<file path="config.mk">
export PLATFORM = sky130hd
export DESIGN_NAME = seg_scan_driver
export DESIGN_NICKNAME = d
export VERILOG_FILES = /design/src/rtl/seg_pkg.sv /design/src/rtl/bcd_to_seg.sv /design/src/rtl/seg_scan_driver.sv
export SDC_FILE = /design/constraint.sdc
export NUM_CORES = 1
export LEC_CHECK = 0
export BUFFER_PORTS_ARGS = -buffer_cell sky130_fd_sc_hd__buf_4
export CAP_MARGIN = 20
export CORE_MARGIN = 2
export CORE_UTILIZATION = 53
export CTS_CLUSTER_SIZE = 14
export DETAILED_ROUTE_END_ITERATION = 7
export HOLD_SLACK_MARGIN = 0.15
export PLACE_DENSITY = 0.76
export SETUP_SLACK_MARGIN = 0.2
export SLEW_MARGIN = 10
export SYNTH_ARGS = -nofsm -noshare
export SYNTH_HDL_FRONTEND = slang
export SYNTH_HIERARCHICAL = 1
export SYNTH_SLANG_ARGS = --single-unit
</file>
<file path="constraint.sdc">
create_clock -name clk_osc -period 2.63 [get_ports clk_osc]
set_input_delay 0.789 -clock clk_osc [delete_from_list [all_inputs] [get_ports clk_osc]]
set_output_delay 0.789 -clock clk_osc [all_outputs]
set_load 0.05 [all_outputs]
</file>
<file path="src/rtl/seg_pkg.sv">
// Shared constants for the 7-segment display path.
// Segment codes are active-low {g,f,e,d,c,b,a}; anode codes are active-low.
package seg_pkg;

    localparam logic [6:0] SEG_0   = 7'b1000000;
    localparam logic [6:0] SEG_1   = 7'b1111001;
    localparam logic [6:0] SEG_2   = 7'b0100100;
    localparam logic [6:0] SEG_3   = 7'b0110000;
    localparam logic [6:0] SEG_4   = 7'b0011001;
    localparam logic [6:0] SEG_5   = 7'b0010010;
    localparam logic [6:0] SEG_6   = 7'b0000010;
    localparam logic [6:0] SEG_7   = 7'b1111000;
    localparam logic [6:0] SEG_8   = 7'b0000000;
    localparam logic [6:0] SEG_9   = 7'b0010000;
    localparam logic [6:0] SEG_OFF = 7'b1111111;
    localparam logic [6:0] SEG_ALL = 7'b0000000;

    localparam logic [3:0] ANODE_OFF = 4'b1111;
    localparam logic [3:0] ANODE_D0  = 4'b1110;
    localparam logic [3:0] ANODE_D1  = 4'b1101;
    localparam logic [3:0] ANODE_D2  = 4'b1011;
    localparam logic [3:0] ANODE_D3  = 4'b0111;

    typedef struct packed {
        logic [15:0] digits;
        logic [3:0]  mask;
    } frame_t;

    function automatic logic [3:0] anode_of(input logic [1:0] idx);
        logic [3:0] code;
        code = ANODE_OFF;
        case (idx)
            2'd0: code = ANODE_D0;
            2'd1: code = ANODE_D1;
            2'd2: code = ANODE_D2;
            2'd3: code = ANODE_D3;
            default: code = ANODE_OFF;
        endcase
        return code;
    endfunction

endpackage

</file>
<file path="src/rtl/bcd_to_seg.sv">
// Combinational BCD to active-low 7-segment decoder.
// Non-decimal codes 10..15 decode to a dark digit.
module bcd_to_seg
    import seg_pkg::*;
(
    input  logic [3:0] bcd,
    output logic [6:0] seg
);

    always_comb begin
        seg = SEG_OFF;
        case (bcd)
            4'd0: seg = SEG_0;
            4'd1: seg = SEG_1;
            4'd2: seg = SEG_2;
            4'd3: seg = SEG_3;
            4'd4: seg = SEG_4;
            4'd5: seg = SEG_5;
            4'd6: seg = SEG_6;
            4'd7: seg = SEG_7;
            4'd8: seg = SEG_8;
            4'd9: seg = SEG_9;
            default: seg = SEG_OFF;
        endcase
    end

endmodule

</file>
<file path="src/rtl/seg_scan_driver.sv">
// Multiplexed 4-digit 7-segment driver: scanning, blink, flash, blanking.
// The value is latched once per frame so a digit never shows a torn update.
module seg_scan_driver
    import seg_pkg::*;
#(
    parameter int REFRESH_DIV_BITS = 16,
    parameter int BLINK_DIV_BITS   = 25
) (
    input  logic        clk_osc,
    input  logic        reset,
    input  logic [15:0] digits,
    input  logic [3:0]  blink_mask,
    input  logic        all_on,
    input  logic        blank,
    output logic [3:0]  anode,
    output logic [6:0]  seg,
    output logic        frame_done
);

    localparam logic [REFRESH_DIV_BITS-1:0] REF_ONE = 1;
    localparam logic [BLINK_DIV_BITS-1:0]   BLK_ONE = 1;

    logic [REFRESH_DIV_BITS-1:0] refresh_cnt;
    logic [BLINK_DIV_BITS-1:0]   blink_cnt;
    logic [1:0]                  scan_idx;
    frame_t                      shadow;

    logic       tick;
    logic       frame_end;
    logic       blink_phase;
    logic       blink_hit;
    logic [3:0] nibble;
    logic [6:0] dec_seg;

    logic       sel_blank;
    logic       sel_flash;
    logic       sel_hide;
    logic       sel_show;
    logic [3:0] anode_d;
    logic [6:0] seg_d;

    assign tick        = &refresh_cnt;
    assign frame_end   = tick && (scan_idx == 2'd3);
    assign blink_phase = blink_cnt[BLINK_DIV_BITS-1];
    assign nibble      = shadow.digits[{scan_idx, 2'b00} +: 4];
    assign blink_hit   = shadow.mask[scan_idx] && blink_phase;

    bcd_to_seg u_dec (
        .bcd (nibble),
        .seg (dec_seg)
    );

    always_ff @(posedge clk_osc or posedge reset) begin
        if (reset) begin
            refresh_cnt <= '0;
            blink_cnt   <= '0;
            scan_idx    <= 2'd0;
        end else begin
            refresh_cnt <= refresh_cnt + REF_ONE;
            blink_cnt   <= blink_cnt + BLK_ONE;
            if (tick)
                scan_idx <= scan_idx + 2'd1;
        end
    end

    always_ff @(posedge clk_osc or posedge reset) begin
        if (reset) begin
            shadow     <= '0;
            frame_done <= 1'b0;
        end else begin
            frame_done <= frame_end;
            if (frame_end)
                shadow <= '{digits: digits, mask: blink_mask};
        end
    end

    // Mutually exclusive selects encode the blank > flash > blink priority.
    assign sel_blank = blank;
    assign sel_flash = !blank && all_on;
    assign sel_hide  = !blank && !all_on && blink_hit;
    assign sel_show  = !blank && !all_on && !blink_hit;

    always_comb begin
        anode_d = ANODE_OFF;
        seg_d   = SEG_OFF;
        unique case (1'b1)
            sel_blank: begin
                anode_d = ANODE_OFF;
                seg_d   = SEG_OFF;
            end
            sel_flash: begin
                anode_d = anode_of(scan_idx);
                seg_d   = SEG_ALL;
            end
            sel_hide: begin
                anode_d = ANODE_OFF;
                seg_d   = SEG_OFF;
            end
            sel_show: begin
                anode_d = anode_of(scan_idx);
                seg_d   = dec_seg;
            end
        endcase
    end

    always_ff @(posedge clk_osc or posedge reset) begin
        if (reset) begin
            anode <= ANODE_OFF;
            seg   <= SEG_OFF;
        end else begin
            anode <= anode_d;
            seg   <= seg_d;
        end
    end

endmodule

</file>
# After elaboration in Yosys (flattened, before gate mapping)
# Memory sizes are Yosys's and may differ from the RTL's.
# Index checks and enable logic that the tools add are counted.
[op_classes]
addsub = 3
order_cmp = 1
n_eq_ne = 3
shifts = 1
n_mux = 5
reduce_logical = 13
[ops]
columns = ["op", "n"]
rows = [
  ["adder 25 x 1 -> 25 bit (second input constant)", 1],
  ["one-hot mux 7 bit (3 select lines)", 1],
  ["adder 16 x 1 -> 16 bit (second input constant)", 1],
  ["one-hot mux 4 bit (4 select lines)", 1],
  ["AND reduction 16 bit", 1],
  ["variable part select 16 x 5 -> 4 bit", 1],
  ["one-hot mux 4 bit (2 select lines)", 1],
  ["logical AND 1 bit", 6],
  ["== test 2 bit (second input constant)", 2],
  ["OR reduction 2 bit", 2],
  ["zero test 1 bit", 3],
  ["less-than comparator 2 x 3 -> 1 bit (second input constant)", 1],
  ["adder 2 x 1 -> 2 bit (second input constant)", 1],
  ["binary-select mux 1 bit (select 2 bit)", 1],
  ["== test 2 x 1 -> 1 bit (second input constant)", 1],
  ["zero test 2 bit", 1],
  ["two-way mux 1 bit", 1],
]
[totals]
register_bits = 75
mem_bits_ro = 112
inputBits = 24
output_inout_bits = 12
elab_cells = 35
memories = 1
[mem_list]
columns = ["name", "words", "word_bits", "read_ports", "rd_ports_with_merged_regs", "wr", "line", "source"]
rows = [
  ["(name not given)", 16, 7, 1, 0, 0, "bcd_to_seg.sv:12", "case (bcd)"],
]

# Longest topological paths before layout
# Gate-level depths: netlist (run 1).
[depth]
depth_word = 7
depth_mapped = 9
mapped_depth_nobuf = 8

# By module
# Netlist (run 1), hierarchy kept.
[modules_own_cells]
columns = ["module", "n_inst", "cells_per_inst", "area_per_inst_um2", "seq_area_each_um2"]
rows = [
  ["seg_scan_driver", 1, 240, 3270.6, 1890.6],
  ["bcd_to_seg", 1, 33, 210.2, 0.0],
]

# Worst setup path after synthesis (run 1)
# Ideal clock, no wire load.
[synth_path]
path_type = "register to register"
from = "register scan_idx[0]"
to = "register seg[3]"
setup_time_ns = 0.089
t_arrival_ns = 1.785
required_time_ns = 2.541
setup_slack_ns = 0.755
stages_incl_launch_ff = 9
n_path_buf = 1
period_less_slack_ns = 1.875
path_cell_list = "dfrtp_1 > buf_4 > mux4_2 > ha_1 > or2_1 > a21oi_2 > a31oi_1 > inv_1 > o21ai_0"
[synth_between]
elab_cells_between_ends = 10
classes_between = "1 x shift; 3 x mux; 5 x reduce/logical; 1 x memory"
[synth_lines]
columns = ["element", "line", "source"]
rows = [
  ["start: declaration", "seg_scan_driver.sv:25", "logic [1:0] scan_idx;"],
  ["start signal: assignment", "seg_scan_driver.sv:62", "scan_idx <= scan_idx + 2'd1;"],
  ["variable part select 16 x 5 -> 4 bit", "seg_scan_driver.sv:45", "assign nibble = shadow.digits[{scan_idx, 2'b00} +: 4];"],
  ["named net nibble[0]", "seg_scan_driver.sv:32", "logic [3:0] nibble;"],
  ["memory (16 x 7 bit)", "-", ""],
  ["named net dec_seg[3]", "seg_scan_driver.sv:33", "logic [6:0] dec_seg;"],
  ["one-hot mux 7 bit (3 select lines)", "seg_scan_driver.sv:86", "unique case (1'b1)"],
  ["named net seg_d[3]", "seg_scan_driver.sv:40", "logic [6:0] seg_d;"],
  ["end signal: assignment", "seg_scan_driver.sv:112", "seg <= seg_d;"],
  ["end: declaration", "seg_scan_driver.sv:16", "output logic [6:0] seg,"],
]
# The timed path passes the listed nets, and every way through them passes these cells. The select of a mux whose other input is x is not followed.
# A chain may end at the register's enable or synchronous reset.

# Worst setup path after layout (run 1)
# Same ends and word-level chain as after synthesis.

==> results of run 1 <==
-- layer usage --
layer	up-vias	wire, um	GRT usage
met1	997	2829	0.2621
li1	1009	-	-
met2	42	2440	0.2464
met4	0	85	0.07359
met3	9	216	0.03210
met5	-	0	0
-- where the power goes --
part	total [mW]	leakage (nW)	internal [mW]	switching [mW]
combinational	0.168	0.915	0.0735	0.0943
sequential	1.20	0.935	1.18	0.0117
clock	0.982	0.117	0.587	0.396
total	2.35	1.97	1.84	0.501
-- layout by cell type, fill, tap and decap left out, types with 5 or more instances in the layout --
master     n
nand4_1   11
o21ai_0   10
nand2b_1   5
nand3_1   12
clkbuf_8  11
dfrtp_1   64
inv_1     14
dfstp_2   11
buf_4     37
xnor2_1   27
nor2_1    11
mux4_2     5
nand2_1   28
xor2_1    10
ha_1      11
mux2_4    20
-- through the flow --
step                      std cells  hold WS [ns]  cell area (um2)  power, mW  worst slack [ns]
after floorplan                 273        0.4376             3485      1.326            0.7554
after global placement          382        0.4569             3825      1.384            0.5325
after detailed placement        382        0.4582             3825      1.387            0.4714
after CTS                       398        0.4703             4054      2.371            0.4161
after global routing            398        0.5005             4054      2.436            0.2693
final                           398        0.4683             4054      2.346            0.4356
-- worst register-to-register path: cells and delay by family (launching register included) --
| kind | cells | cell delay [ns] |
|---|---|---|
| AOI/OAI and AO/OA | 3 | 0.36 |
| adders and majority gates | 1 | 0.17 |
| buffers and inverters | 2 | 0.21 |
| DFF | 1 | 0.62 |
| muxes | 1 | 0.64 |
| and+or+nand+nor | 1 | 0.12 |
-- flip-flops by register name, indices dropped and copies added, names as in the netlist --
| name | count |
|---|---|
| frame_done | 1 |
| refresh_cnt | 16 |
| seg | 7 |
| shadow | 20 |
| blink_cnt | 25 |
| anode | 4 |
| scan_idx | 2 |
-- final cells by class --
cell class	instances	area (um2)	share of cell area
clock inverters	4	73.82	0.01821
inverters	15	60.06	0.01481
repair buffers	38	297.8	0.07346
clock buffers	12	155.1	0.03827
multi-input cells	177	1480	0.3651
flip-flops and latches	75	1891	0.4664
well taps	77	96.34	0.02377
-- worst max path at each step --
stage          slack (ns)     end  cells past startpoint
5_1_grt              0.27  seg[6]                      3
3_5_place_dp         0.47  seg[3]                      8
4_1_cts              0.42  seg[3]                      8
2_1_floorplan        0.76  seg[3]                      8
6_report             0.44  seg[3]                      8
3_3_place_gp         0.53  seg[3]                      8
-- cell families after synthesis --
| family | after synthesis | synth area share |
|---|---|---|
| mux | 26 | 0.1219 |
| flops | 75 | 0.5431 |
| xor+xnor | 37 | 0.09310 |
| simple gates | 88 | 0.1474 |
| fa+ha+maj | 11 | 0.03954 |
| buf+inv | 21 | 0.03163 |
| compound gates | 15 | 0.02337 |
==> impl_metrics.json, run 1 <==
{
  "setup_tns_ns": 0,
  "num-nets-final": 351,
  "routabilityCongestion": 0.8442,
  "cp_common_cell": "inv_1",
  "syn_area_um2": 3481,
  "synth_commonest_cells": "dfrtp_1 (64), nand2_1 (28), xnor2_1 (27), mux2_4 (20), inv_1 (15)",
  "end_kind": "register",
  "clock-skew-final_ns": 0.01523,
  "dr_total_vias": 2057,
  "cp.buffers_inverters": 2,
  "arrival_ns": 2.45,
  "maxCapViolCount": 0,
  "setup.worst_path.start": "scan_idx[0]",
  "syn_inst": 273,
  "drv_slew": 0,
  "ant_nets": 0,
  "cts.sinks": 75,
  "slew_headroom": 0.4753,
  "die_w_um": 85.04,
  "synth_edf_count": 0,
  "final_util": 0.6384,
  "leakagePower_nw": 1.966,
  "min_period_ns": 2.194,
  "drtIter0Drc": 81,
  "rows": 29,
  "drive_gt1_frac": 0.3146,
  "synth_cell_types": 34,
  "clk_pin_slew_worst_paths_ns": 0.07,
  "firstDrtPassIters": 4,
  "drt_wl_total_mm": 5.572,
  "avgSynthCellArea_um2": 12.75,
  "synth_area_leaders": "dfrtp_1 (46%), mux2_4 (8.6%), dfstp_2 (8.3%)",
  "fill_cells": 495,
  "port_buffers": 35,
  "antenna_cells": 0,
  "peakVddDrop_mv": 0.4784,
  "start_kind": "register",
  "reg2reg_to": "seg[3]",
  "cts_max_level": 3,
  "clkLatencyLatePin_ns": 0.34,
  "cp_slowest_stage_delay_ns": 0.64,
  "post_cts_buffers": 0,
  "hp-class": "in2async",
  "post_cts_resized": 0,
  "die_h_um": 85.04,
  "hold_viol": 0,
  "grt_overflow": 0,
  "reg2reg_slack_ns": 0.44,
  "coreArea_um2": 6350,
  "grt_max_degree": 31,
  "yosys.area.top_type": "dfrtp_1",
  "cts_tree": "yes",
  "powerDensity_nw_per_um2": 578.6,
  "crit_slowest_cell": "mux4_2",
  "area_growth_pct": 16.46,
  "worstMarginPinSlew_ns": 0.7834,
  "synth_top_area_share": 0.4601,
  "ys_ff_latch": 75,
  "viasPerCell": 5.168,
  "crit_required_ns": 2.88,
  "ys_seq_area_frac": 0.5431,
  "antenna_found_initial": 0,
  "grt_pass1_wl_mm": 9.791,
  "cp_max_fo": 9,
  "r2r_cells": 8,
  "cts_buffer_depth": 2,
  "die-area_um2": 7232,
  "numCtsBuffers": 9,
  "cts_root_buf": "clkbuf_8",
  "status": "finished, final reports clean",
  "postCtsHoldBufs": 0,
  "crit_family": "multiplexers",
  "grt_pass1_vias": 2113,
  "synth_warnings": 6,
  "syn_nets": 308,
  "initial_core_util": 0.5482,
  "r2r-start": "scan_idx[0]",
  "drc": 0,
  "wire_per_inst_um": 14.00,
  "async_reset_ff_frac": 1.000,
  "rsz0062_at_grt": "false",
  "synth.most_common_cell": "dfrtp_1",
  "ys.flop_type": "dfrtp_1",
  "timing_worst_setup_path_type": "reg2reg",
  "finalCritPeriodShare": 0.8344,
  "dp_hpwl_mm": 4.077,
  "ios": 36,
  "path_cells": "mux4_2 -> inv_1 -> ha_1 -> or2_1 -> a21oi_2 -> a31oi_1 -> inv_1 -> o21ai_0",
  "max_freq_mhz": 455.7,
  "grt_usage": 0.1733,
  "final-setup-viol-count": 0
}
Note: power is estimated with default switching activity, not from simulation.
==> run 2: changes to the inputs <==
clock period = 1.81 ns   (was 2.63 ns; I/O delays follow)
==> run 2 against run 1 <==
  * The flow now finishes with violations (negative setup slack)
  * Sequential cell count unchanged
  * Sequential power up 45%
  * Register-to-register slack worse by 0.47 ns
  * Wire length up 19%
  * First-iteration DRC count up 77%
  * Clock skew down 0.0016 ns
  * Critical path type unchanged
  * Largest power group unchanged
==> impl_metrics.json, run 2 (synthesis gave the netlist of run 1 again) <==
{
  "cp.buffers_inverters": 1,
  "finalInstanceArea_um2": 4449,
  "ios": 36,
  "clk_pin_slew_worst_paths_ns": 0.08,
  "leakagePower_nw": 2.157,
  "status": "finished, violations left",
  "hp-class": "in2async",
  "reg2reg_to": "seg[1]",
  "cp_max_fo": 5,
  "coreArea_um2": 6350,
  "grt_pass1_wl_mm": 10.38,
  "viasPerCell": 5.234,
  "start_kind": "register",
  "grt_overflow": 0,
  "violations": "negative setup slack",
  "finalCritPeriodShare": 1.018,
  "drc": 0,
  "powerDensity_nw_per_um2": 746.5,
  "slew_headroom": 0.7380,
  "num-nets-final": 385,
  "postCtsHoldBufs": 0,
  "area_growth_pct": 27.82,
  "grt_pass1_vias": 2197,
  "die_w_um": 85.04,
  "cts.sinks": 75,
  "cts_tree": "yes",
  "grt_max_degree": 76,
  "crit_slowest_cell": "mux4_2",
  "wire_per_inst_um": 15.32,
  "drt_wl_total_mm": 6.620,
  "hold_viol": 0,
  "path_cells": "mux4_2 -> inv_2 -> ha_1 -> o21ai_1 -> o21ai_1 -> nand2_1 -> nand2_1",
  "die-area_um2": 7232,
  "final_common_cell": "dfrtp_1",
  "cts_max_level": 3,
  "min_period_ns": 1.843,
  "drive_gt1_frac": 0.4310,
  "ant_nets": 0,
  "port_buffers": 35,
  "cp_slowest_stage_delay_ns": 0.60,
  "end_kind": "register",
  "largest_reg_flops": 25,
  "crit_family": "multiplexers",
  "dpl-instance-area_um2": 3923,
  "drv_slew": 0,
  "final-setup-viol-count": 1,
  "multiInputGateArea_um2": 1572,
  "antenna_found_initial": 0,
  "crit_required_ns": 2.09,
  "finalNonFillerCells": 432,
  "reg2reg_slack_ns": -0.03,
  "timing_worst_setup_path_type": "reg2reg",
  "grt_usage": 0.1841,
  "worstMarginPinSlew_ns": 0.3901,
  "firstDrtPassIters": 4,
  "rsz0062_at_grt": "true",
  "dp_hpwl_mm": 4.180,
  "maxCapViolCount": 0,
  "r2r_cells": 7,
  "initial_core_util": 0.5482,
  "top_register": "blink_cnt",
  "antenna_cells": 0,
  "peakVddDrop_mv": 0.7023,
  "reg.largest.list": "blink_cnt: 25 flops, shadow: 20 flops, refresh_cnt: 16 flops",
  "max_freq_mhz": 542.6,
  "regArea_um2": 1893,
  "fill_cells": 431,
  "drtIter0Drc": 143,
  "r2r-start": "scan_idx[0]",
  "clkLatencyLatePin_ns": 0.34,
  "dr_total_vias": 2261,
  "routabilityCongestion": 0.8227,
  "numCtsBuffers": 9,
  "layout_common_cells": "dfrtp_1 (62), buf_4 (55), xnor2_1 (27)",
  "arrival_ns": 2.13,
  "place_inst": 392,
  "cts_buffer_depth": 2,
  "setup_slack_ns": -0.03296,
  "setup.worst_path.start": "scan_idx[0]",
  "rows": 29,
  "p_total_mw": 3.321,
  "die_h_um": 85.04,
  "cts_root_buf": "clkbuf_8",
  "setup_tns_ns": -0.03296,
  "clock-skew-final_ns": 0.01360
}
[run 2: report_power, final]
group	total, mW	internal (mW)	leakage (nW)	switching, mW
Combinational	0.288	0.136	1.12	0.153
Clock	1.29	0.674	0.102	0.620
Sequential	1.74	1.72	0.932	0.0189
Total	3.32	2.53	2.16	0.792
[run 2: stage by stage]
stage               hold WS, ns  setup slack, ns  utilization
floorplan                0.4376         0.004096            -
finish                   0.2990         -0.03296       0.7007
detailed placement       0.4640         -0.04450       0.6177
global route             0.3176          -0.1377       0.7007
CTS                      0.3067          0.02680       0.6642
global placement         0.4548          0.01052       0.6177
[run 2: how the worst max path moves through the flow]
stage	end	slack [ns]	cells after the start
floorplan	seg[3]	0.004	9
global placement	seg[3]	0.01	7
detailed placement	seg[3]	-0.04	7
CTS	seg[3]	0.03	8
global route	seg[1]	-0.14	7
finish	seg[1]	-0.03	7
[run 2: area by class of cell]
class	count	area share
multi-input cells	177	0.3532
repair buffers	72	0.1406
clock inverters	6	0.01462
inverters	15	0.01350
flip-flops and latches	75	0.4255
well taps	77	0.02165
clock buffers	10	0.03093
[run 2: timing repair]
action	4_1_cts	5_1_grt
gates resized for setup	19	23
cloned	1	0
endpoints found under the setup margin	34	47
pin swaps	3	14
setup buffers	4	19
[run 2: worst register-to-register path: cells and delay by family, from the launching register on]
kind	cells	cell delay, ns
simple gates	2	0.13
buf+inv	1	0.12
compound gates	2	0.25
fa+ha+maj	1	0.26
flops	1	0.43
mux	1	0.60
[run 2: routing by layer]
layer,GRT usage,vias to the layer above,part of all wire
li1,-,1081,-
met1,0.2399,1125,0.44
met2,0.2962,43,0.50
met3,0.03696,12,0.036
met4,0.08947,0,0.023
met5,0,-,0
==> run 3: changes to the inputs <==
PLACE_DENSITY = 0.8   (was 0.76)
==> run 3 against run 2 <==
  * The flow still finishes with violations (negative setup slack)
  * Setup slack lost 0.070 ns
  * Sequential power about the same
  * Sequential share of layout area is 0.12 points lower
  * Wire length is 12% higher
  * Combinational power increased by 6%
  * Largest cell class unchanged
  * Highest routed layer unchanged
  * Non-clock buffer count shrank 9
  * Die area unchanged
==> impl_metrics.json, run 3 (synthesis gave the netlist of run 1 again) <==
{
  "status": "finished, violations left",
  "violations": "negative setup slack",
  "final_common_cell": "dfrtp_1",
  "dpl-instance-area_um2": 3900,
  "reg2reg_to": "seg[0]",
  "cts_buffer_depth": 2,
  "coreArea_um2": 6350,
  "largest_reg_flops": 25,
  "top_register": "blink_cnt",
  "clock-skew-final_ns": 0.007949,
  "cp.buffers_inverters": 1,
  "viasPerCell": 5.463,
  "p_sw_frac": 0.2324,
  "drive_gt1_frac": 0.4162,
  "grt_pass1_wl_mm": 11.18,
  "multiInputGateArea_um2": 1605,
  "cts_root_buf": "clkbuf_8",
  "peakVddDrop_mv": 0.6303,
  "worstMarginPinSlew_ns": 0.3608,
  "slew_headroom": 0.7576,
  "leakagePower_nw": 2.137,
  "cp_max_fo": 6,
  "finalCritPeriodShare": 1.057,
  "hp-class": "in2reg",
  "powerDensity_nw_per_um2": 763.3,
  "routabilityCongestion": 0.8947,
  "drtIter0Drc": 70,
  "end_kind": "register",
  "internal-power_mw": 2.613,
  "grt_overflow": 0,
  "arrival_ns": 2.20,
  "firstDrtPassIters": 4,
  "p_switching_mw": 0.7912,
  "regArea_um2": 1892,
  "crit_required_ns": 2.09,
  "max_freq_mhz": 522.7,
  "power_frac_clock": 0.398,
  "numCtsBuffers": 9,
  "cts.sinks": 75,
  "setup_slack_ns": -0.1030,
  "r2r_cells": 7,
  "rsz0062_at_grt": "true",
  "num-nets-final": 376,
  "initial_core_util": 0.5482,
  "rows": 29,
  "ios": 36,
  "min_period_ns": 1.913,
  "crit_slowest_cell": "mux4_2",
  "start_kind": "register",
  "port_buffers": 35,
  "ant_nets": 0,
  "die_w_um": 85.04,
  "grt_usage": 0.2032,
  "area_growth_pct": 28.11,
  "die_h_um": 85.04,
  "cp_slowest_stage_delay_ns": 0.59,
  "drt_wl_total_mm": 7.383,
  "antenna_cells": 0,
  "hold_viol": 0,
  "fill_cells": 413,
  "drc": 0,
  "finalInstanceArea_um2": 4459,
  "timing_worst_setup_path_type": "reg2reg",
  "reg2reg_slack_ns": -0.10,
  "drv_slew": 0,
  "clk_pin_slew_worst_paths_ns": 0.08,
  "layout_common_cells": "dfrtp_1 (63), buf_4 (41), xnor2_1 (27)",
  "wire_per_inst_um": 17.45,
  "antenna_found_initial": 0,
  "path_depth": 7,
  "reg.largest.list": "blink_cnt: 25 flops, shadow: 20 flops, refresh_cnt: 16 flops",
  "final-setup-viol-count": 5,
  "crit_family": "multiplexers",
  "dr_total_vias": 2311,
  "power_frac_seq": 0.512,
  "grt_pass1_vias": 2315,
  "cp-endpoint": "seg[0]",
  "path_cells": "mux4_2 -> ha_4 -> or2_4 -> a21oi_2 -> nor2_1 -> inv_1 -> o21ai_2",
  "dp_hpwl_mm": 4.293,
  "setup_tns_ns": -0.3757,
  "cts_tree": "yes",
  "maxCapViolCount": 0,
  "clkLatencyLatePin_ns": 0.35,
  "comb_power_share": 0.089,
  "grt_max_degree": 68,
  "cts_max_level": 3,
  "die-area_um2": 7232,
  "setup.worst_path.start": "scan_idx[0]",
  "r2r-start": "scan_idx[0]"
}
## run 3: power by group through the flow
stage          sequential, mW  clock [mW]  combinational (mW)
2_1_floorplan            1.81           0               0.116
3_3_place_gp             1.77           0               0.247
3_5_place_dp             1.77           0               0.253
4_1_cts                  1.74        1.39               0.271
5_1_grt                  1.75        1.45               0.327
6_report                 1.74        1.36               0.304
## run 3: layer usage
metal	vias up	track usage	wire, um
li1	1068	-	-
met1	1160	0.2482	2910
met2	63	0.3388	3925
met3	20	0.06712	352
met4	0	0.07215	195
met5	-	0	0
## run 3: stage by stage
step / total power [mW] / instances / worst slack, ns / utilization / hold WS (ns)
global placement: 2.017 / 389 / -0.02481 / 0.6142 / 0.4551
finish: 3.404 / 423 / -0.1030 / 0.7023 / 0.3780
global route: 3.528 / 423 / -0.2226 / 0.7023 / 0.3738
floorplan: 1.929 / 273 / 0.004096 / - / 0.4376
CTS: 3.396 / 415 / -0.003449 / 0.6765 / 0.3621
detailed placement: 2.024 / 389 / -0.08598 / 0.6142 / 0.4569
## run 3: cell type report
| type | instances | share of cell area |
|---|---|---|
| inverters | 15 | 0.01403 |
| well taps | 77 | 0.02160 |
| multi-input cells | 177 | 0.3600 |
| clock inverters | 3 | 0.01010 |
| repair buffers | 63 | 0.1322 |
| flip-flops and latches | 75 | 0.4242 |
| clock buffers | 13 | 0.03788 |
## run 3: repair_timing
item | 4_1_cts | 5_1_grt
hold endpoints to repair | 8 | 0
cloned | 1 | 1
resized for setup | 23 | 29
endpoints found under the setup margin | 36 | 49
setup buffers | 8 | 7
pin swaps | 4 | 14
hold buffers | 1 | 0
## run 3: worst min-delay path by stage
stage | startpoint | endpoint | slack (ns) | cells after the start
after global routing | all_on | seg[0] | 0.37 | 2
after detailed placement | refresh_cnt[6] | refresh_cnt[6] | 0.46 | 1
after floorplan | refresh_cnt[12] | refresh_cnt[12] | 0.44 | 1
after CTS | all_on | seg[0] | 0.36 | 2
after global placement | blink_cnt[23] | blink_cnt[23] | 0.46 | 1
final | all_on | seg[0] | 0.38 | 2
